===== config.mk =====
export PLATFORM = sky130hd
export DESIGN_NAME = button_gesture_flat
export DESIGN_NICKNAME = d
export VERILOG_FILES = /design/src/rtl/button_gesture_pkg.sv /design/src/rtl/button_gesture_if.sv /design/src/rtl/button_gesture_timer.sv /design/src/rtl/button_gesture.sv /design/src/flat_wrapper.sv
export SDC_FILE = /design/constraint.sdc
export NUM_CORES = 1
export LEC_CHECK = 0
export ABC_AREA = 0
export CORE_MARGIN = 2
export CORE_UTILIZATION = 40
export DETAILED_ROUTE_END_ITERATION = 10
export PLACE_DENSITY = 0.67
export SLEW_MARGIN = 5
export SYNTH_ARGS = -nofsm -noshare
export SYNTH_HDL_FRONTEND = slang
export SYNTH_HIERARCHICAL = 1
export SYNTH_SLANG_ARGS = --single-unit
export TNS_END_PERCENT = 10

===== constraint.sdc =====
create_clock -name clk -period 4.7 [get_ports clk]
set_input_delay 0.94 -clock clk [delete_from_list [all_inputs] [get_ports clk]]
set_output_delay 0.94 -clock clk [all_outputs]
set_load 0.02 [all_outputs]

===== src/rtl/button_gesture_pkg.sv =====
// Shared definitions for the button gesture classifier and the blocks that
// consume its events (counters, display). State encoding is 3 bits, IDLE=0.
package button_pkg;

  typedef enum logic [2:0] {
    ST_IDLE   = 3'd0,
    ST_PRESS1 = 3'd1,
    ST_GAP    = 3'd2,
    ST_PRESS2 = 3'd3,
    ST_HELD   = 3'd4
  } state_t;

  localparam logic [1:0] EVT_NONE   = 2'b00;
  localparam logic [1:0] EVT_SHORT  = 2'b01;
  localparam logic [1:0] EVT_LONG   = 2'b10;
  localparam logic [1:0] EVT_DOUBLE = 2'b11;

  // Timer width able to hold max(long_ticks, double_ticks).
  function automatic int unsigned timer_width(input int unsigned long_ticks,
                                              input int unsigned double_ticks);
    int unsigned max_ticks;
    if (long_ticks > double_ticks) begin
      max_ticks = long_ticks;
    end else begin
      max_ticks = double_ticks;
    end
    return $clog2(max_ticks + 32'd1);
  endfunction

endpackage


===== src/rtl/button_gesture_if.sv =====
// Gesture classifier bus: debounced edge pulses and timebase in, event out.
interface button_gesture_if;
  logic       tick_i;
  logic       up_i;
  logic       dn_i;
  logic       evt_valid_o;
  logic [1:0] evt_o;
  logic       busy_o;

  modport master (
    output tick_i, up_i, dn_i,
    input  evt_valid_o, evt_o, busy_o
  );

  modport slave (
    input  tick_i, up_i, dn_i,
    output evt_valid_o, evt_o, busy_o
  );
endinterface


===== src/rtl/button_gesture_timer.sv =====
// Saturating tick counter used by the gesture FSM. Clear wins over enable.
module gesture_timer #(
  parameter int unsigned TW = 32'd4
) (
  input  logic          clk,
  input  logic          rst,
  input  logic          clr_i,
  input  logic          en_i,
  output logic [TW-1:0] count_o
);

  localparam logic [TW-1:0] COUNT_MAX = {TW{1'b1}};
  localparam logic [TW-1:0] COUNT_ONE = {{(TW-1){1'b0}}, 1'b1};

  logic [TW-1:0] count_r;

  // Count enabled ticks, stop at all-ones, restart from zero on clear.
  always_ff @(posedge clk) begin
    if (rst) begin
      count_r <= {TW{1'b0}};
    end else if (clr_i) begin
      count_r <= {TW{1'b0}};
    end else if (en_i && (count_r != COUNT_MAX)) begin
      count_r <= count_r + COUNT_ONE;
    end else begin
      count_r <= count_r;
    end
  end

  assign count_o = count_r;

endmodule


===== src/rtl/button_gesture.sv =====
// Classifies debounced press/release pulses into short, long and double
// click events. One timer measures both hold time and release gap; it is
// restarted on every state change.
module button_gesture
  import button_pkg::*;
#(
  parameter int unsigned LONG_TICKS   = 32'd50,
  parameter int unsigned DOUBLE_TICKS = 32'd20
) (
  input  logic             clk,
  input  logic             rst,
  button_gesture_if.slave  bus
);

  localparam int unsigned TW = timer_width(LONG_TICKS, DOUBLE_TICKS);
  localparam logic [TW-1:0] LONG_LAST   = TW'(LONG_TICKS - 32'd1);
  localparam logic [TW-1:0] DOUBLE_LAST = TW'(DOUBLE_TICKS - 32'd1);

  state_t        state_r;
  state_t        state_next_s;
  logic [1:0]    evt_next_s;
  logic [1:0]    evt_r;
  logic          evt_valid_r;
  logic          busy_r;
  logic [TW-1:0] timer_s;
  logic          timer_clr_s;
  logic          up_v_s;
  logic          dn_v_s;
  logic          long_to_s;
  logic          double_to_s;

  // Simultaneous press and release pulses are a glitch and count as neither.
  assign up_v_s = bus.up_i & ~bus.dn_i;
  assign dn_v_s = bus.dn_i & ~bus.up_i;

  assign long_to_s   = bus.tick_i && (timer_s == LONG_LAST);
  assign double_to_s = bus.tick_i && (timer_s == DOUBLE_LAST);

  assign timer_clr_s = (state_next_s != state_r);

  gesture_timer #(
    .TW (TW)
  ) u_timer (
    .clk     (clk),
    .rst     (rst),
    .clr_i   (timer_clr_s),
    .en_i    (bus.tick_i),
    .count_o (timer_s)
  );

  // State register.
  always_ff @(posedge clk) begin
    if (rst) begin
      state_r <= ST_IDLE;
    end else begin
      state_r <= state_next_s;
    end
  end

  // Next-state and event decode; timeouts take priority over edges.
  always_comb begin
    state_next_s = state_r;
    evt_next_s   = EVT_NONE;
    case (state_r)
      ST_IDLE: begin
        if (up_v_s) begin
          state_next_s = ST_PRESS1;
        end else begin
          state_next_s = ST_IDLE;
        end
      end
      ST_PRESS1: begin
        if (long_to_s) begin
          evt_next_s   = EVT_LONG;
          state_next_s = ST_HELD;
        end else if (dn_v_s) begin
          state_next_s = ST_GAP;
        end else begin
          state_next_s = ST_PRESS1;
        end
      end
      ST_GAP: begin
        if (double_to_s) begin
          evt_next_s   = EVT_SHORT;
          state_next_s = ST_IDLE;
        end else if (up_v_s) begin
          state_next_s = ST_PRESS2;
        end else begin
          state_next_s = ST_GAP;
        end
      end
      ST_PRESS2: begin
        if (long_to_s) begin
          evt_next_s   = EVT_DOUBLE;
          state_next_s = ST_HELD;
        end else if (dn_v_s) begin
          evt_next_s   = EVT_DOUBLE;
          state_next_s = ST_IDLE;
        end else begin
          state_next_s = ST_PRESS2;
        end
      end
      ST_HELD: begin
        if (dn_v_s) begin
          state_next_s = ST_IDLE;
        end else begin
          state_next_s = ST_HELD;
        end
      end
      default: begin
        state_next_s = ST_IDLE;
        evt_next_s   = EVT_NONE;
      end
    endcase
  end

  // Output registers: event strobe lasts exactly one cycle, code is 00 when idle.
  always_ff @(posedge clk) begin
    if (rst) begin
      evt_valid_r <= 1'b0;
      evt_r       <= EVT_NONE;
      busy_r      <= 1'b0;
    end else begin
      evt_valid_r <= (evt_next_s != EVT_NONE);
      evt_r       <= evt_next_s;
      busy_r      <= (state_next_s != ST_IDLE);
    end
  end

  assign bus.evt_valid_o = evt_valid_r;
  assign bus.evt_o       = evt_r;
  assign bus.busy_o      = busy_r;

endmodule


===== src/flat_wrapper.sv =====
// flat-port wrapper written by rule: the top's interface ports become plain ports
module button_gesture_flat import button_pkg::*;
#(
  parameter int unsigned LONG_TICKS   = 32'd50,
  parameter int unsigned DOUBLE_TICKS = 32'd20
)
  (clk, rst, bus_tick_i, bus_up_i, bus_dn_i, bus_evt_valid_o, bus_evt_o, bus_busy_o);
  button_gesture_if bus_i ();
  input  logic clk;
  input  logic rst;
  input wire logic [$bits(bus_i.tick_i)-1:0] bus_tick_i;
  input wire logic [$bits(bus_i.up_i)-1:0] bus_up_i;
  input wire logic [$bits(bus_i.dn_i)-1:0] bus_dn_i;
  output wire logic [$bits(bus_i.evt_valid_o)-1:0] bus_evt_valid_o;
  output wire logic [$bits(bus_i.evt_o)-1:0] bus_evt_o;
  output wire logic [$bits(bus_i.busy_o)-1:0] bus_busy_o;
  assign bus_i.tick_i = bus_tick_i;
  assign bus_i.up_i = bus_up_i;
  assign bus_i.dn_i = bus_dn_i;
  assign bus_evt_valid_o = bus_i.evt_valid_o;
  assign bus_evt_o = bus_i.evt_o;
  assign bus_busy_o = bus_i.busy_o;
  button_gesture #(.LONG_TICKS(LONG_TICKS), .DOUBLE_TICKS(DOUBLE_TICKS)) u_core (.clk(clk), .rst(rst), .bus(bus_i));
endmodule

==> results.toml <==
[global_routing]
grtUsageTotal_pct = 15.1
grt_pass1_wl_um = 2350
antenna_found_initial = 0
grt_max_degree = 11
grt_pass1_vias = 544
overflow = 0

[routing]
drcViolationCount = 0
wirelength_um = 1450
vias = 607
route.detailed.wl_per_inst_um = 12.4
ant_nets = 0
via_per_inst = 5.19
firstDrtPassIters = 4
drt_iter0_drc = 10

[placement]
dp_cells = 113
routabilityCongestion = 0.819
io_buffers = 8
dp_hpwl_um = 1060
pre_cts_slack_ps = 1570

[power]
power.total_uw = 215
sw_frac_of_total_pct = 25.1
leakage_nw = 0.354
combPwrFrac_pct = 13.9
vdd_drop_max_uv = 138
power_density_nw_per_um2 = 246
internal-power_uw = 161
seqPwrFrac_pct = 54.6
clkPwrFrac_pct = 31.5
netSwitchingPower_uw = 54.0

[clock_tree]
postCtsSetupRepairBufs = 0
cts_tree = "built"
cts.htree.levels = 1
clockBufferDepth = 2
worstSkewPairLatency_ps = 270
numCtsBuffers = 3
cts-root-buf = "clkbuf_4"
clkTransAtPathRegs_ps = 80
postCtsHoldBufs = 0
clock_sinks = 13
post_cts_resized = 0

[setup_path]
cp_num_buf_inv = 1
reg2reg_slack_ps = 2650
cp-startpoint = "bus_dn_i"
critPathArrivalTime_ps = 3060
critPathTopFamily = "simple AND/OR/NAND/NOR gates"
cp-start-kind = "primary input"
r2r-end = "u_core/u_timer/count_o[5]"
cp_slowest_cell = "clkdlybuf4s50_1"
worst-path-stages = 9
critPathMaxFanout = 7
crit_path_end_kind = "flip-flop"
worstPathRequired_ps = 4920
reg2reg_from = "u_core/u_timer/count_o[4]"
reg2reg_depth = 8
critPathKind = "in -> reg"
cp_slowest_stage_delay_ps = 480
setup.worst_path.end = "u_core/u_timer/count_o[4]"
path_cells = "clkdlybuf4s50_1 -> or2b_2 -> nand2b_1 -> and2_1 -> nand2_1 -> a211o_1 -> or2_0 -> a41o_1 -> nor2_1"

[synthesis]
syn_nets = 89
async_flop_share_pct = 0
yosys.area.top_type = "dfxtp_1"
ys_seq_area_share_pct = 34.4
yosysTopAreaCellShare_pct = 34.4
avgSynthCellArea_um2 = 9.11
netlist_area_um2 = 756
ys_warn_count = 6
ys_types = 42
synth_flop_cell = "dfxtp_1"
synth-edff-count = 0
netlist_instances = 83
ys_seq_elements = 13
synth_area_leaders = "dfxtp_1 (34%), nor2_1 (6.0%), a21oi_1 (4.6%)"

[floorplan]
fp.dieW_um = 47.5
start_util_pct = 43.3
dieArea_um2 = 2250
core-area_um2 = 1750
ios = 9
num_rows = 15
die_y_um = 47.5

[sta]
clock-skew-final_ps = 4.68
drv_slew = 0
hold_slack_ps = 556
rsz0062_at_grt = "false"
relSlewSlack_pct = 72.1
post-route-min-period_ps = 2840
max_freq_mhz = 352
hold_viol = 0
fin_tns_setup_ps = 0
finalSetupViolCount = 0
setup_ws_ps = 1860
worst_pin_slew_ps = 417
timing.final.crit_share_pct = 60.5

[flow_run]
maxCapViolCount = 0

[finish]
fillCellCount = 173
drive_gt1_share_pct = 15.2
fin_nets = 99
layout.cells.non_filler = 117
syn2layout_area_growth_pct = 15.6
antenna_cells = 0

[worst_hold_path]
worstHoldPathType = "reg -> reg"

[outcome]
status = "finished, final reports clean"
-- how the worst min path moves through the flow --
stage,slack (ps),cells after the start,to,start
6_report,560,1,u_core/u_timer/count_o[2],u_core/u_timer/count_o[2]
5_1_grt,580,1,u_core/u_timer/count_o[2],u_core/u_timer/count_o[2]
4_1_cts,550,1,u_core/u_timer/count_o[2],u_core/u_timer/count_o[2]
3_5_place_dp,520,1,u_core/u_timer/count_o[2],u_core/u_timer/count_o[2]
3_3_place_gp,520,1,u_core/u_timer/count_o[2],u_core/u_timer/count_o[2]
2_1_floorplan,480,1,u_core/u_timer/count_o[2],u_core/u_timer/count_o[2]
-- worst reg2reg max path: stages (launching register included) --
cell and delay [ps]:
dfxtp_1 430, nand4b_1 170, nor2_2 210, nand2_1 150, a21oi_1 170, a211o_1 110
or2_0 340, nor2_1 80, mux2_1 290
-- kinds of logic after synthesis --
family	share of synthesized area [%]
adder cells (fa/ha/maj)	1.66
flip-flops	34.4
AND/OR/NAND/NOR	30.5
buffers and inverters	4.14
multiplexers	2.81
XOR/XNOR	2.32
AO/OA/AOI/OAI	24.2
-- synthesized netlist by cell type (2+ instances only) --
| cell | instances |
|---|---|
| nand2_1 | 4 |
| or2b_2 | 2 |
| nor2b_1 | 2 |
| nand2b_4 | 2 |
| a311oi_1 | 2 |
| and2_1 | 2 |
| a211o_1 | 2 |
| dfxtp_1 | 13 |
| nor2_1 | 12 |
| xnor2_1 | 2 |
| inv_1 | 3 |
| a21oi_1 | 7 |
-- flip-flops by register name (all words and copies together) (netlist names) --
| signal | count |
|---|---|
| u_core/bus.evt_valid_o | 1 |
| u_core/state_r | 3 |
| u_core/u_timer/count_o | 6 |
| u_core/bus.busy_o | 1 |
| u_core/bus.evt_o | 2 |
-- routing by layer --
| metal | track usage, % | part of all wire (%) | vias up |
|---|---|---|---|
| met5 | 0 | 0 | - |
| met4 | 8.33 | 0.96 | 0 |
| met3 | 1.89 | 3.6 | 2 |
| met2 | 21.6 | 44 | 10 |
| met1 | 21.9 | 51 | 278 |
| li1 | - | - | 317 |
-- placed cells by master, fill, tap and decap left out, types with 2 or more instances in the layout --
cell	synthesis	layout
a211o_1	2	2
a21oi_1	7	7
a311oi_1	2	2
and2_1	2	2
clkbuf_4	0	3
clkdlybuf4s50_1	0	8
dfxtp_1	13	13
inv_1	3	3
nand2_1	4	4
nand2b_4	2	2
nor2_1	12	12
nor2b_1	2	2
or2b_2	2	2
xnor2_1	2	2
-- final cells by class --
type	instances	area, um^2	share of cell area [%]
repair buffers	8	80.1	9.17
multi-input cells	64	464	53.2
well taps	25	31.3	3.58
clock buffers	4	26.3	3.01
flip-flops and latches	13	260	29.8
inverters	3	11.3	1.29
-- stage by stage --
step                      cell area [um^2]  util [%]
after global routing                   873      50.0
final                                  873      50.0
after floorplan                        756         -
after CTS                              873      50.0
after detailed placement               847      48.5
after global placement                 847      48.5
-- power groups by stage --
stage / clock [mW] / combinational (mW) / sequential (mW)
2_1_floorplan: 0 / 0.0229 / 0.118
3_3_place_gp: 0 / 0.0295 / 0.120
3_5_place_dp: 0 / 0.0298 / 0.120
4_1_cts: 0.0712 / 0.0301 / 0.117
5_1_grt: 0.0750 / 0.0333 / 0.118
6_report: 0.0679 / 0.0298 / 0.117
(Power assumes the default switching activity.)
